**config.mk**
```make
export PLATFORM = sky130hd
export DESIGN_NAME = seq_mult_feeder
export DESIGN_NICKNAME = d
export VERILOG_FILES = /design/src/rtl/seq_mult_feeder.sv
export SDC_FILE = /design/constraint.sdc
export NUM_CORES = 1
export LEC_CHECK = 0
export ABC_AREA = 1
export ABC_CLOCK_PERIOD_IN_PS = 10200
export BUFFER_PORTS_ARGS = -buffer_cell sky130_fd_sc_hd__buf_2
export CAP_MARGIN = 20
export CORE_MARGIN = 2
export CORE_UTILIZATION = 49
export CTS_CLUSTER_SIZE = 24
export DETAILED_ROUTE_END_ITERATION = 16
export GPL_TIMING_DRIVEN = 0
export PLACE_DENSITY = 0.69
export SYNTH_ARGS = -nofsm -noshare
export SYNTH_HDL_FRONTEND = slang
export SYNTH_SLANG_ARGS = --single-unit
```
**constraint.sdc**
```tcl
create_clock -name clk -period 10.2 [get_ports clk]
set_input_delay 0 -clock clk [delete_from_list [all_inputs] [get_ports clk]]
set_output_delay 0 -clock clk [all_outputs]
set_load 0.02 [all_outputs]
```
**src/rtl/seq_mult_feeder.sv**
```systemverilog
// Operand FIFO and start/done sequencer feeding a multi-cycle signed multiplier.
// Define SEQ_FEED_TIMEOUT_EN to add the WAIT watchdog and the sticky timeout_err output.
module seq_mult_feeder #(
    parameter int WIDTH       = 32,
    parameter int DEPTH       = 4,
    parameter int MULT_CYCLES = 32
) (
    input  logic                     clk,
    input  logic                     rst,
    input  logic                     in_valid,
    output logic                     in_ready,
    input  logic [WIDTH-1:0]         in_a,
    input  logic [WIDTH-1:0]         in_b,
    output logic                     mult_start,
    output logic [WIDTH-1:0]         mult_a,
    output logic [WIDTH-1:0]         mult_b,
    input  logic                     mult_done,
    input  logic [2*WIDTH-1:0]       mult_p,
    output logic                     out_valid,
    input  logic                     out_ready,
    output logic [2*WIDTH-1:0]       out_p,
`ifdef SEQ_FEED_TIMEOUT_EN
    output logic                     timeout_err,
`endif
    output logic [$clog2(DEPTH):0]   fifo_count
);

    // state | meaning
    // IDLE  | nothing in flight; pops the FIFO head when one is available
    // ISSUE | mult_start high for this single cycle
    // WAIT  | multiplier iterating; operands held, waiting for mult_done
    // HOLD  | product presented on out_p until out_ready

    localparam int PW = $clog2(DEPTH);
    localparam int CW = PW + 1;

    typedef enum logic [1:0] {
        ST_IDLE,
        ST_ISSUE,
        ST_WAIT,
        ST_HOLD
    } state_t;

    state_t state;

    logic [WIDTH-1:0] mem_a [DEPTH];
    logic [WIDTH-1:0] mem_b [DEPTH];
    logic [PW-1:0]    wr_ptr;
    logic [PW-1:0]    rd_ptr;
    logic [CW-1:0]    count;
    logic             fifo_empty;
    logic             push;
    logic             pop;

    assign fifo_empty = (count == '0);
    // in_ready ignores a same-cycle pop so a full FIFO never sees write+read together
    assign in_ready   = (count != CW'(DEPTH));
    assign fifo_count = count;
    assign push       = in_valid && in_ready;
    assign pop        = !fifo_empty &&
                        ((state == ST_IDLE) || ((state == ST_HOLD) && out_ready));

    always_ff @(posedge clk) begin
        if (push) begin
            mem_a[wr_ptr] <= in_a;
            mem_b[wr_ptr] <= in_b;
        end
    end

    always_ff @(posedge clk or negedge rst) begin
        if (!rst) begin
            wr_ptr <= '0;
            rd_ptr <= '0;
            count  <= '0;
        end else begin
            if (push) wr_ptr <= wr_ptr + PW'(1);
            if (pop)  rd_ptr <= rd_ptr + PW'(1);
            if (push && !pop)      count <= count + CW'(1);
            else if (pop && !push) count <= count - CW'(1);
        end
    end

`ifdef SEQ_FEED_TIMEOUT_EN
    localparam int TW = $clog2(MULT_CYCLES + 3) + 1;
    // Loaded on the ISSUE cycle so terminal count lands MULT_CYCLES+3 cycles after mult_start
    localparam logic [TW-1:0] TMR_LOAD = TW'(MULT_CYCLES + 2);
    logic [TW-1:0] timer;
`endif

    always_ff @(posedge clk or negedge rst) begin
        if (!rst) begin
            state      <= ST_IDLE;
            mult_start <= 1'b0;
            mult_a     <= '0;
            mult_b     <= '0;
            out_valid  <= 1'b0;
            out_p      <= '0;
`ifdef SEQ_FEED_TIMEOUT_EN
            timer       <= '0;
            timeout_err <= 1'b0;
`endif
        end else begin
            mult_start <= 1'b0;
            case (state)
                ST_IDLE: begin
                    if (pop) begin
                        mult_a     <= mem_a[rd_ptr];
                        mult_b     <= mem_b[rd_ptr];
                        mult_start <= 1'b1;
                        state      <= ST_ISSUE;
                    end
                end
                ST_ISSUE: begin
`ifdef SEQ_FEED_TIMEOUT_EN
                    timer <= TMR_LOAD;
`endif
                    state <= ST_WAIT;
                end
                ST_WAIT: begin
                    if (mult_done) begin
                        out_p     <= mult_p;
                        out_valid <= 1'b1;
                        state     <= ST_HOLD;
                    end
`ifdef SEQ_FEED_TIMEOUT_EN
                    else if (timer == '0) begin
                        out_p       <= '0;
                        out_valid   <= 1'b1;
                        timeout_err <= 1'b1;
                        state       <= ST_HOLD;
                    end else begin
                        timer <= timer - TW'(1);
                    end
`endif
                end
                ST_HOLD: begin
                    if (out_ready) begin
                        out_valid <= 1'b0;
                        if (pop) begin
                            mult_a     <= mem_a[rd_ptr];
                            mult_b     <= mem_b[rd_ptr];
                            mult_start <= 1'b1;
                            state      <= ST_ISSUE;
                        end else begin
                            state <= ST_IDLE;
                        end
                    end
                end
                default: state <= ST_IDLE;
            endcase
        end
    end

endmodule

```
# After elaboration in Yosys (flattened, before gate mapping)

Memory sizes are Yosys's and may differ from the RTL's.
Index checks and enable logic that the tools add are counted.

Register bits: 139
Memory bits (writable): 256
Input port bits: 133
Memories: 2
Output and inout port bits: 134
Word-level logic and storage cells: 61

Memory list:

| name  | words | width | read ports | clocked after memory_dff | write ports | RTL line | source |
|---|---|---|---|---|---|---|---|
| mem_a | 4     | 32    | 1          | 0                        | 1           | 46       | `logic [WIDTH-1:0] mem_a [DEPTH];` |
| mem_b | 4     | 32    | 1          | 0                        | 1           | 47       | `logic [WIDTH-1:0] mem_b [DEPTH];` |

Reduce and logical (&&, ||, !) cells: 18
Muxes and demuxes: 21
Add/subtract/negate cells: 4
Equality and inequality tests: 7

Operators with widths:

| kind                  | count |
|---|---|
| $mux W32              | 4 |
| $pmux W32 S2          | 2 |
| $pmux W2 S4           | 1 |
| $mux W1               | 7 |
| $mux W2               | 3 |
| $mux W3               | 2 |
| $ne A2 B2 Y1 const B  | 3 |
| $reduce_and A3 Y1     | 2 |
| $reduce_bool A2 Y1    | 3 |
| $logic_and A1 B1 Y1   | 5 |
| $add A2 B1 Y2 const B | 2 |
| $eq A2 B2 Y1 const B  | 2 |
| $pmux W1 S2           | 2 |
| $reduce_and A2 Y1     | 2 |
| $add A3 B1 Y3 const B | 1 |
| $logic_not A1 Y1      | 3 |
| $logic_not A3 Y1      | 1 |
| $ne A3 B3 Y1 const B  | 1 |
| $sub A3 B1 Y3 const B | 1 |
| $eq A2 B1 Y1 const B  | 1 |
| $logic_not A2 Y1      | 1 |
| $logic_or A1 B1 Y1    | 1 |

# Logic depth before layout (Yosys ltp)

Gate-level depths: netlist of run 1.

Depth in word-level cells: 7
Gate-level depth with buffers: 11
Gate-level depth less buffers: 11

# Least setup slack after synthesis of run 1

OpenSTA, ideal clock, no wires.

Path type: flip-flop to flip-flop
From: register count[0] (netlist: fifo_count[0])
To: memory mem_a[0][0], enable pin
Buffers on the path: 0
Path slack: 6.032 ns
Clock period less this slack: 4.168 ns
Cell stages (with the launch flop): 5
Library setup time: 0.487 ns
Arrival: 3.681 ns
Path through: dfrtp_1 > nor2_1 > nand2_1 > nand2_1 > nor2_1

Longest elaborated chain between the ends: 4

Ends and longest elaborated chain:

| element                       | RTL line | source |
|---|---|---|
| from (decl)                   | 50       | `logic [CW-1:0] count;` |
| from (signal assigned)        | 78       | `if (push && !pop) count <= count + CW'(1);` |
| from (signal assigned)        | 79       | `else if (pop && !push) count <= count - CW'(1);` |
| $ne A3 B3 Y1                  | 57       | `assign in_ready = (count != CW'(DEPTH));` |
| net in_ready                  | 11       | `output logic in_ready,` |
| $logic_and A1 B1 Y1           | 59       | `assign push = in_valid && in_ready;` |
| $mux W1                       | 64       | `if (push) begin` |
| $mux W1 (implied by the code) | 65       | `mem_a[wr_ptr] <= in_a;` |
| to (decl)                     | 46       |  |

The timed path passes the listed nets, and every way through them passes these cells.

# Final worst setup path of run 1

From: register count[1] (netlist: fifo_count[1])
To: register count[1] (netlist: fifo_count[1])

RTL lines:

| element                             | RTL line | source |
|---|---|---|
| $ne A3 B3 Y1 (*)                    | 57       |  |
| $logic_and A1 B1 Y1 (*)             | 59       |  |
| net push                            | 52       | `logic push;` |
| $logic_not A1 Y1                    | 79       |  |
| $logic_and A1 B1 Y1                 | 79       |  |
| $reduce_bool A2 Y1 (no source line) | n/a      |  |

The timed path passes the listed nets; every way through them passes the cells marked *. The select of a mux whose other input is x is not followed.
A chain may end at the register's enable or synchronous reset.

==> summary.md, run 1 <==
| Metric | Value |
|---|---|
| Endpoint class of the critical path | register |
| Vias in the first global route | 11500 |
| Post-DP HPWL | 24400 um |
| Hold EP | wr_ptr[0] |
| Rel. slew slack | 42.3% |
| Commonest non-fill, non-tap cell in the layout | nand2_1 |
| Clk_lat worst skew | 0.53 ns |
| Dpl cells | 1976 |
| TritonCTS Buffers | 40 |
| Commonest cells after routing, fill and taps aside | nand2_1, buf_2, edfxtp_1 |
| Adder-Cell Fraction of Synth Area | 0.864% |
| Largest family of logic cells by synthesized area | simple AND/OR/NAND/NOR gates |
| Post-route insts no fill | 2188 |
| Min-Delay Path Class | in2reg |
| Core Rows | 64 |
| Wire length on met2 | 19700 um |
| H-tree depth | 2 |
| Initial antenna violation count | 4 |
| Highest Clock Rate | 425 MHz |
| Wire per inst | 18.3 um |
| Die Wd | 181 um |
| Io pins | 267 |
| Area after DPL | 17400 sq um |
| Starting density of the core | 49.9% |
| Yosys warns | 0 |
| Area grow syn2layout | 31.2% |
| Root Buffer | clkbuf_16 |
| Clock transition at path regs | 0.06 ns |
| Seq cells post-synth | 395 |
| WL met3 | 2780 um |
| Die area | 32700 sq um |
| Share of cells above drive strength 1 | 21.5% |
| Clock Tree Buf Depth | 3 |
| Vias | 11200 |
| Clock network fraction of design power | 24.6% |
| Xor and xnor fraction of the mapped netlist area | 0.228% |
| Mapped Area | 15300 sq um |
| Sequential power share | 38.8% |
| Syn_area_per_cell | 11.8 sq um |
| Power density cells | 308 nW/um^2 |
| RePlAce Congestion | 0.787 |
| CP startpoint kind | register |
| Worst setup path class | reg2reg |
| First-pass GRT wire length | 62100 um |
| Final Slew Violations | 0 |
| Req. time, crit path | 10.61 ns |
| Worst Min Path Start | in_valid |
| Initial DRC count | 709 |
| Gate Count Post-Synth | 1305 |
| Post-synth EDFFs | 256 |
| Async S/R FF share, synth | 35.2% |
| Largest net degree at the start of global routing | 81 |
| Mux cell area share after synthesis | 0.0734% |
| Worst R2R Path Depth | 8 |
| Post-CTS Setup Inserts | 0 |
| Sw power | 2340 uW |
| M1 WL | 16300 um |
| Top Metal Used | met4 |
| Most used DFF post-synth | edfxtp_1 |
| R2R Path End | fifo_count[1] |
| Net Count, Synth | 1448 |
| Min cycle time layout | 2.35 ns |
| Hold path depth | 3 |
| Detailed Routing Iterations Pass 1 | 6 |
| Antenna viol nets, final | 0 |
| Simple-Gate Fraction of Synth Area | 12.3% |
| Maximum VDD drop | 0.191 mV |
| Final-report hold violation count | 0 |
| Clock Skew | 0.0105 ns |
| Static Leakage | 0.00909 uW |
| Layout Nets | 1900 |
| GRT Util Overall | 24.3% |
| Reg-to-Reg Start | fifo_count[1] |
| Drt drc | 0 |
| CTS tree | done |
| Combinational fraction of design power | 36.6% |
| Die H | 181 um |
| Total clock sinks | 395 |
| Grt total ovfl | 0 |
| R2R Setup Slk | 7.85 ns |
| Core area | 30700 sq um |
| # setup viols final | 0 |
| Final core utilization | 65.5% |
| Switching share of power | 37.7% |
| IO buf count | 266 |
| Crit Path Max Fanout | 6 |
| Setup tns final | 0 ns |
| Fin area | 20100 sq um |
| Synth cell types | 22 |
| CP arrival | 2.76 ns |
| Maxcap violations | 0 |
| Hold Slack | 0.0805 ns |
| Avg Vias per Cell | 5.12 |
| Worst Max-Slew Pin Slew | 0.866 ns |
| Register area share after synthesis | 72.8% |
| Internal | 3870 uW |
| Routed WL | 40000 um |
| RSZ-0062 raised after global routing | no |
| Status | finished, final reports clean |
| Period utilization | 23.1% |
| Synth Area in Compound Gates | 7.62% |
## worst max-delay path, cell delays in order (launching register included)
cell and delay, ns:
dfrtp_1 0.43, nor2_1 0.23, nand2_1 0.11, nand2_1 0.36, inv_1 0.13, ha_1 0.22
inv_1 0.09, fa_1 0.40, mux2_2 0.27
## cells in the mapped netlist (3+ instances only)
cell type    n  area, sq um
o21ai_0     69          345
nand2_1    398         1490
ha_1         9          113
inv_1      147          552
a21oi_1     67          335
edfxtp_1   256         7690
xor2_1       3         26.3
buf_4       16          120
buf_2       15         75.1
nand3_1     68          340
o211ai_1    65          488
buf_6        7         78.8
clkbuf_1    23         86.3
nor2_1       9         33.8
dfrtp_1    139         3480
buf_1        8         30.0
## metrics by stage
step / worst slack [ns] / total power [uW]
3_5_place_dp: 7.84 / 4640
3_3_place_gp: 4.05 / 4580
5_1_grt: 7.65 / 6570
6_report: 7.85 / 6210
4_1_cts: 7.83 / 6230
2_1_floorplan: 6.03 / 3810
## cell families (layout without fill, tap and decap cells)
group           Yosys count  after routing
simple gates            477            477
mux                       1              1
buf+inv                 217            700
xor+xnor                  4              4
compound gates          201            201
flops                   395            395
other cells               0              4
fa+ha+maj                10             10
## power groups by stage
stage	Clock [uW]	Combinational, uW	Sequential (uW)
6_report	1520	2270	2410
5_1_grt	1610	2500	2450
4_1_cts	1550	2280	2400
3_5_place_dp	0	2220	2430
3_3_place_gp	0	2120	2460
2_1_floorplan	0	1070	2740
## state kept, by name, summed over array words and instances, names as in the netlist
register,cells
state,2
mult_a,32
mem_b,128
mult_b,32
wr_ptr,2
mult_start,1
mem_a,128
rd_ptr,2
fifo_count,3
out_valid,1
out_p,64
## routing by layer
metal	global-route usage, %	up-vias
met5	0	-
met4	9.40	0
met3	5.16	84
met2	41.7	434
met1	30.2	5416
li1	-	5269
## area by class of cell
type,count,area (sq um)
diodes,4,10.0
plain buffers,69,390
clock buffers,49,1070
clock inverters,24,308
fillers,2219,10600
inverters,148,556
multi-input cells,693,3260
flip-flops and latches,395,11200
well taps,396,495
repair buffers,410,2880
## worst max-delay path by stage
stage          cells after the start  slack, ns          start       endpoint
4_1_cts                            8       7.83  fifo_count[0]  fifo_count[1]
3_3_place_gp                       4       4.05  fifo_count[0]   mem_b[0][16]
2_1_floorplan                      4       6.03  fifo_count[0]    mem_a[0][0]
6_report                           8       7.85  fifo_count[1]  fifo_count[1]
5_1_grt                            8       7.65  fifo_count[0]  fifo_count[1]
3_5_place_dp                       8       7.84  fifo_count[0]  fifo_count[1]
## repair_timing
item,in CTS,in global routing
hold buffers,135,0
endpoints found under the setup margin,0,0
endpoints found under the hold margin,404,0
resized for setup,0,0
Power figures use the tool's default switching activity.
==> run 2, diff against run 1 <==
--- a/config.mk
+++ b/config.mk
@@ -6,7 +6,7 @@
 export NUM_CORES = 1
 export LEC_CHECK = 0
 export ABC_AREA = 1
-export ABC_CLOCK_PERIOD_IN_PS = 10200
+export ABC_CLOCK_PERIOD_IN_PS = 1920
 export BUFFER_PORTS_ARGS = -buffer_cell sky130_fd_sc_hd__buf_2
 export CAP_MARGIN = 20
 export CORE_MARGIN = 2
@@ -14,7 +14,7 @@
 export CTS_CLUSTER_SIZE = 24
 export DETAILED_ROUTE_END_ITERATION = 16
 export GPL_TIMING_DRIVEN = 0
-export PLACE_DENSITY = 0.69
+export PLACE_DENSITY = 0.72
 export SYNTH_ARGS = -nofsm -noshare
 export SYNTH_HDL_FRONTEND = slang
 export SYNTH_SLANG_ARGS = --single-unit
==> constraint.sdc (replaced) <==
create_clock -name clk -period 1.92 [get_ports clk]
set_input_delay 0 -clock clk [delete_from_list [all_inputs] [get_ports clk]]
set_output_delay 0 -clock clk [all_outputs]
set_load 0.02 [all_outputs]
==> summary.md, run 2 (synthesized netlist as in run 1, its figures left out) <==
| Metric | Value |
|---|---|
| Period utilization | 99.2% |
| Commonest cells after routing, fill and taps aside | nand2_1, buf_2, edfxtp_1 |
| Largest net degree at the start of global routing | 72 |
| Total clock sinks | 395 |
| Io pins | 267 |
| Power density cells | 1640 nW/um^2 |
| Share of cells above drive strength 1 | 23.8% |
| Layout Nets | 1924 |
| Endpoint class of the critical path | register |
| Avg Vias per Cell | 5.14 |
| Post-route insts no fill | 2211 |
| Clk_lat worst skew | 0.53 ns |
| Min-Delay Path Class | in2async |
| Final setup margin | 0.0158 ns |
| Drt drc | 0 |
| Initial DRC count | 753 |
| Crit Path Max Fanout | 3 |
| Clock transition at path regs | 0.06 ns |
| Wire per inst | 18.4 um |
| Final core utilization | 66.5% |
| Vias | 11400 |
| CP arrival | 2.30 ns |
| Rel. slew slack | 50.6% |
| Worst Max-Slew Pin Slew | 0.740 ns |
| Grt total ovfl | 0 |
| Final Slew Violations | 0 |
| Area after DPL | 17500 sq um |
| H-tree depth | 2 |
| Starting density of the core | 49.9% |
| Static Leakage | 0.00924 uW |
| Area grow syn2layout | 33.3% |
| Biggest registers after layout | mem_a: 128 flops, mem_b: 128 flops, out_p: 64 flops |
| Fin area | 20500 sq um |
| Detailed Routing Iterations Pass 1 | 7 |
| Highest Clock Rate | 525 MHz |
| TritonCTS Buffers | 40 |
| Die area | 32700 sq um |
| Final-report hold violation count | 0 |
| RSZ-0062 raised after global routing | yes |
| Die Wd | 181 um |
| Maximum VDD drop | 0.962 mV |
| IO buf count | 266 |
| RePlAce Congestion | 0.798 |
| Routed WL | 40800 um |
| Maxcap violations | 0 |
| Status | finished, final reports clean |
| GRT Util Overall | 24.8% |
| CP startpoint kind | register |
| Commonest non-fill, non-tap cell in the layout | nand2_1 |
| Post-DP HPWL | 24400 um |
| Antenna viol nets, final | 0 |
| Clock Tree Buf Depth | 3 |
| Die H | 181 um |
| Worst setup path class | reg2reg |
| # setup viols final | 0 |
| Req. time, crit path | 2.32 ns |
| Core Rows | 64 |
| Clock Skew | 0.0163 ns |
| Core area | 30700 sq um |
| Post-Place Worst Slack | -0.260 ns |
| Initial antenna violation count | 3 |
| Vias in the first global route | 11400 |
| Min cycle time layout | 1.90 ns |
| CTS tree | done |
| First-pass GRT wire length | 62900 um |
| Root Buffer | clkbuf_16 |
| Dpl cells | 1977 |
[run 2: cell count changes in the layout (fill, tap and decap cells not counted), sizes merged, moves of 3 or more]
cell | previous run | this run
buf | 321 | 340
clkinv | 10 | 16
inv | 151 | 148
nor2 | 10 | 13
clkbuf | 72 | 75
[run 2: final timing paths]
kind	start	end	slack, ns	depth (start not counted)
min	rst	out_p[49]	0.07	2
min reg2reg	mult_a[11]	mult_a[11]	0.47	2
max	state[0]	fifo_count[2]	0.02	11
max reg2reg	state[0]	fifo_count[2]	0.02	11
min in group clk	mult_p[51]	out_p[51]	0.21	4
max in group asynchronous	rst	mult_a[18]	1.04	3
[run 2: area by class of cell]
class,instances,area [sq um]
diodes,2,5.00
plain buffers,69,405
clock buffers,51,1110
clock inverters,23,258
fillers,2180,10300
inverters,148,561
multi-input cells,696,3380
flip-flops and latches,395,11200
well taps,396,495
repair buffers,431,3070
[run 2: what timing repair did]
item | 4_1_cts | 5_1_grt
endpoints found under the setup margin | 215 | 159
hold buffers | 136 | 0
gates resized for setup | 5 | 24
buffers inserted | 11 | 8
endpoints found under the hold margin | 395 | 0
gates cloned | 3 | 0
pin swaps | 6 | 10
[run 2: layer usage]
metal  vias to the layer above  global-route usage (%)  part of all wire [%]
li1                       5339                       -                     -
met1                      5410                    31.0                    39
met2                       527                    42.9                    50
met3                        76                    5.42                   8.2
met4                         2                    8.91                   2.7
met5                         -                       0                 0.032
[run 2: power breakdown]
group / internal, uW / leakage [uW] / switching (uW) / total [uW]
clock: 4800 / 0.000678 / 3200 / 8010
sequential: 11700 / 0.00406 / 1100 / 12800
combinational: 4320 / 0.00450 / 8440 / 12800
[run 2: stage by stage]
stage                     hold WS [ns]  power (uW)  setup TNS [ns]
after global routing             0.116       35600         -0.0464
after floorplan                 -0.296       20300          -47.79
final                           0.0713       33600               0
after global placement           0.200       24300         -404.27
after CTS                       0.0604       33400        -0.00357
after detailed placement        0.0357       24800          -22.33
[run 2: worst max-delay path: stages, from the launching register on]
cell	delay, ns
dfrtp_1	0.44
inv_2	0.09
ha_4	0.18
inv_2	0.06
nand2_4	0.05
nand2_4	0.07
ha_4	0.13
inv_4	0.03
fa_2	0.36
a21oi_2	0.12
o21ai_1	0.08
xor2_1	0.16
==> run 3, diff against run 2 <==
--- a/config.mk
+++ b/config.mk
@@ -9,12 +9,14 @@
 export ABC_CLOCK_PERIOD_IN_PS = 1920
 export BUFFER_PORTS_ARGS = -buffer_cell sky130_fd_sc_hd__buf_2
 export CAP_MARGIN = 20
+export CELL_PAD_IN_SITES_DETAIL_PLACEMENT = 0
+export CELL_PAD_IN_SITES_GLOBAL_PLACEMENT = 1
 export CORE_MARGIN = 2
-export CORE_UTILIZATION = 49
+export CORE_UTILIZATION = 40
 export CTS_CLUSTER_SIZE = 24
 export DETAILED_ROUTE_END_ITERATION = 16
 export GPL_TIMING_DRIVEN = 0
-export PLACE_DENSITY = 0.72
+export PLACE_DENSITY = 0.74
 export SYNTH_ARGS = -nofsm -noshare
 export SYNTH_HDL_FRONTEND = slang
 export SYNTH_SLANG_ARGS = --single-unit
==> summary.md, run 3 (synthesized netlist as in run 1, its figures left out) <==
| Metric | Value |
|---|---|
| Antenna viol nets, final | 0 |
| Grt total ovfl | 0 |
| Critical Path Slowest Stage Cell | dfrtp_2 |
| Maxcap violations | 0 |
| Clock Skew | 0.0144 ns |
| Req. time, crit path | 2.36 ns |
| Wire per inst | 17.5 um |
| # setup viols final | 0 |
| Routed WL | 40500 um |
| Switching share of power | 37.9% |
| Power density cells | 1610 nW/um^2 |
| Commonest cells after routing, fill and taps aside | nand2_1, buf_2, edfxtp_1 |
| Post-route insts no fill | 2313 |
| Io pins | 267 |
| Min-Delay Path Class | in2async |
| Vias | 11000 |
| Chain of cells forming the critical path | inv_4 -> ha_4 -> inv_2 -> nand2_2 -> nand2_4 -> ha_4 -> inv_4 -> fa_2 -> mux2_4 |
| Dpl cells | 2091 |
| Status | complete, but fails checks |
| RSZ-0062 raised after global routing | yes |
| TritonCTS Buffers | 41 |
| Maximum VDD drop | 0.757 mV |
| Layout Nets | 1911 |
| Rel. slew slack | 56.9% |
| Drt drc | 0 |
| IO buf count | 266 |
| Combinational fraction of design power | 37.6% |
| Initial antenna violation count | 4 |
| Clk_lat worst skew | 0.55 ns |
| Vias in the first global route | 10900 |
| Total clock sinks | 395 |
| WL met3 | 2630 um |
| Failing checks | negative hold slack |
| Detailed Routing Iterations Pass 1 | 5 |
| Wire length on met2 | 20600 um |
| M1 WL | 16400 um |
| Avg Vias per Cell | 4.76 |
| Endpoint class of the critical path | register |
| FILL cells | 3226 |
| Slowest stage delay, CP | 0.45 ns |
| Core area | 37800 sq um |
| Starting density of the core | 40.6% |
| Core Rows | 71 |
| First-pass GRT wire length | 60400 um |
| Static Leakage | 0.00912 uW |
| Die Wd | 200 um |
| Worst Max-Slew Pin Slew | 0.646 ns |
| Sw power | 12500 uW |
| Area grow syn2layout | 32.8% |
| Worst Path Buf+Inv | 3 |
| GRT Util Overall | 20.1% |
| Biggest registers after layout | mem_a: 128 flops, mem_b: 128 flops, out_p: 64 flops |
| Min cycle time layout | 1.88 ns |
| Highest Clock Rate | 531 MHz |
| Register area | 11200 sq um |
| Largest net degree at the start of global routing | 84 |
| Die H | 200 um |
| Clock network fraction of design power | 23.4% |
| Hold Slack | -0.0103 ns |
| Sequential power share | 39.0% |
| Root Buffer | clkbuf_16 |
| Critical path's top delay family | adder cells |
| Final Slew Violations | 0 |
| Clock Tree Buf Depth | 3 |
| Area of the multi-input gates | 3350 sq um |
| Commonest non-fill, non-tap cell in the layout | nand2_1 |
| Post-DP HPWL | 26400 um |
| CTS tree | done |
| Final-report hold violation count | 5 |
| Clock transition at path regs | 0.06 ns |
| Share of cells above drive strength 1 | 22.9% |
| H-tree depth | 2 |
| CP startpoint kind | register |
| RePlAce Congestion | 0.770 |
| Initial DRC count | 568 |
| Setup tns final | 0 ns |
| Die area | 39900 sq um |
| CP arrival | 2.32 ns |
| Internal | 20400 uW |
| Top Metal Used | met5 |
| Worst setup path class | reg2reg |
| Period utilization | 98.1% |
| Crit Path Max Fanout | 3 |
==> run 3: changes by cell type in the layout (fill, tap and decap cells not counted), sizes merged, moves of 2 or more <==
cell         previous run  this run
clkinv                 16        12
dlygate4sd3           136       134
inv                   148       150
buf                   340       331
bufinv                  5         2
clkbuf                 75        80
nor2                   13        10
==> run 3: power by group through the flow <==
stage | logic [uW] | registers, uW | clock network [uW]
2_1_floorplan | 5810 | 14500 | 0
3_3_place_gp | 11500 | 12900 | 0
3_5_place_dp | 11900 | 13000 | 0
4_1_cts | 12400 | 12800 | 7900
5_1_grt | 13700 | 13000 | 8250
6_report | 12400 | 12800 | 7690
==> run 3: per-stage QoR <==
step	utilization, %	power [uW]	area [sq um]	hold WS, ns	worst slack [ns]
final	54.0	32900	20400	-0.0103	0.0373
after global routing	54.0	35000	20400	0.0611	-0.0247
after CTS	53.8	33100	20300	0.0136	0.0121
after detailed placement	46.6	24900	17600	0.0415	-0.151
after global placement	46.1	24500	17400	0.195	-1.74
after floorplan	-	20300	15400	-0.296	-0.203
==> run 3: area by class of cell <==
| type | instances | area share [%] |
|---|---|---|
| repair buffers | 420 | 14.5 |
| clock inverters | 18 | 0.706 |
| plain buffers | 69 | 1.95 |
| diodes | 3 | 0.0368 |
| clock buffers | 56 | 5.70 |
| multi-input cells | 693 | 16.4 |
| flip-flops and latches | 395 | 54.8 |
| well taps | 511 | 3.14 |
| inverters | 148 | 2.75 |
==> run 3: worst reg2reg max path, cell delays in order, from the launching register on <==
cell and delay, ns:
dfrtp_2 0.45, inv_4 0.09, ha_4 0.15, inv_2 0.03, nand2_2 0.08, nand2_4 0.07, ha_4 0.17, inv_4 0.05
fa_2 0.41, mux2_4 0.27
==> run 3: path summary, 6_finish.rpt <==
kind	startpoint	end	slack, ns	depth (start not counted)
min in group clk	mult_p[37]	out_p[37]	0.18	4
max in group asynchronous	rst	state[1]	1.03	3
worst min-delay path	rst	out_p[12]	-0.01	2
worst min register to register	out_p[39]	out_p[39]	0.47	2
worst max-delay path	state[0]	fifo_count[1]	0.04	9
worst max register to register	state[0]	fifo_count[1]	0.04	9
==> run 3: what timing repair did <==
item,CTS,global route
hold buffers,134,0
pin swaps,3,4
endpoints found under the setup margin,11,121
buffers inserted,7,4
resized for setup,10,11
hold endpoints to repair,507,0
==> run 3: per-layer routing <==
| metal | GRT usage [%] | up-vias |
|---|---|---|
| met3 | 3.81 | 58 |
| met5 | 0 | - |
| met1 | 24.1 | 5277 |
| met4 | 7.13 | 2 |
| met2 | 36.3 | 353 |
| li1 | - | 5314 |
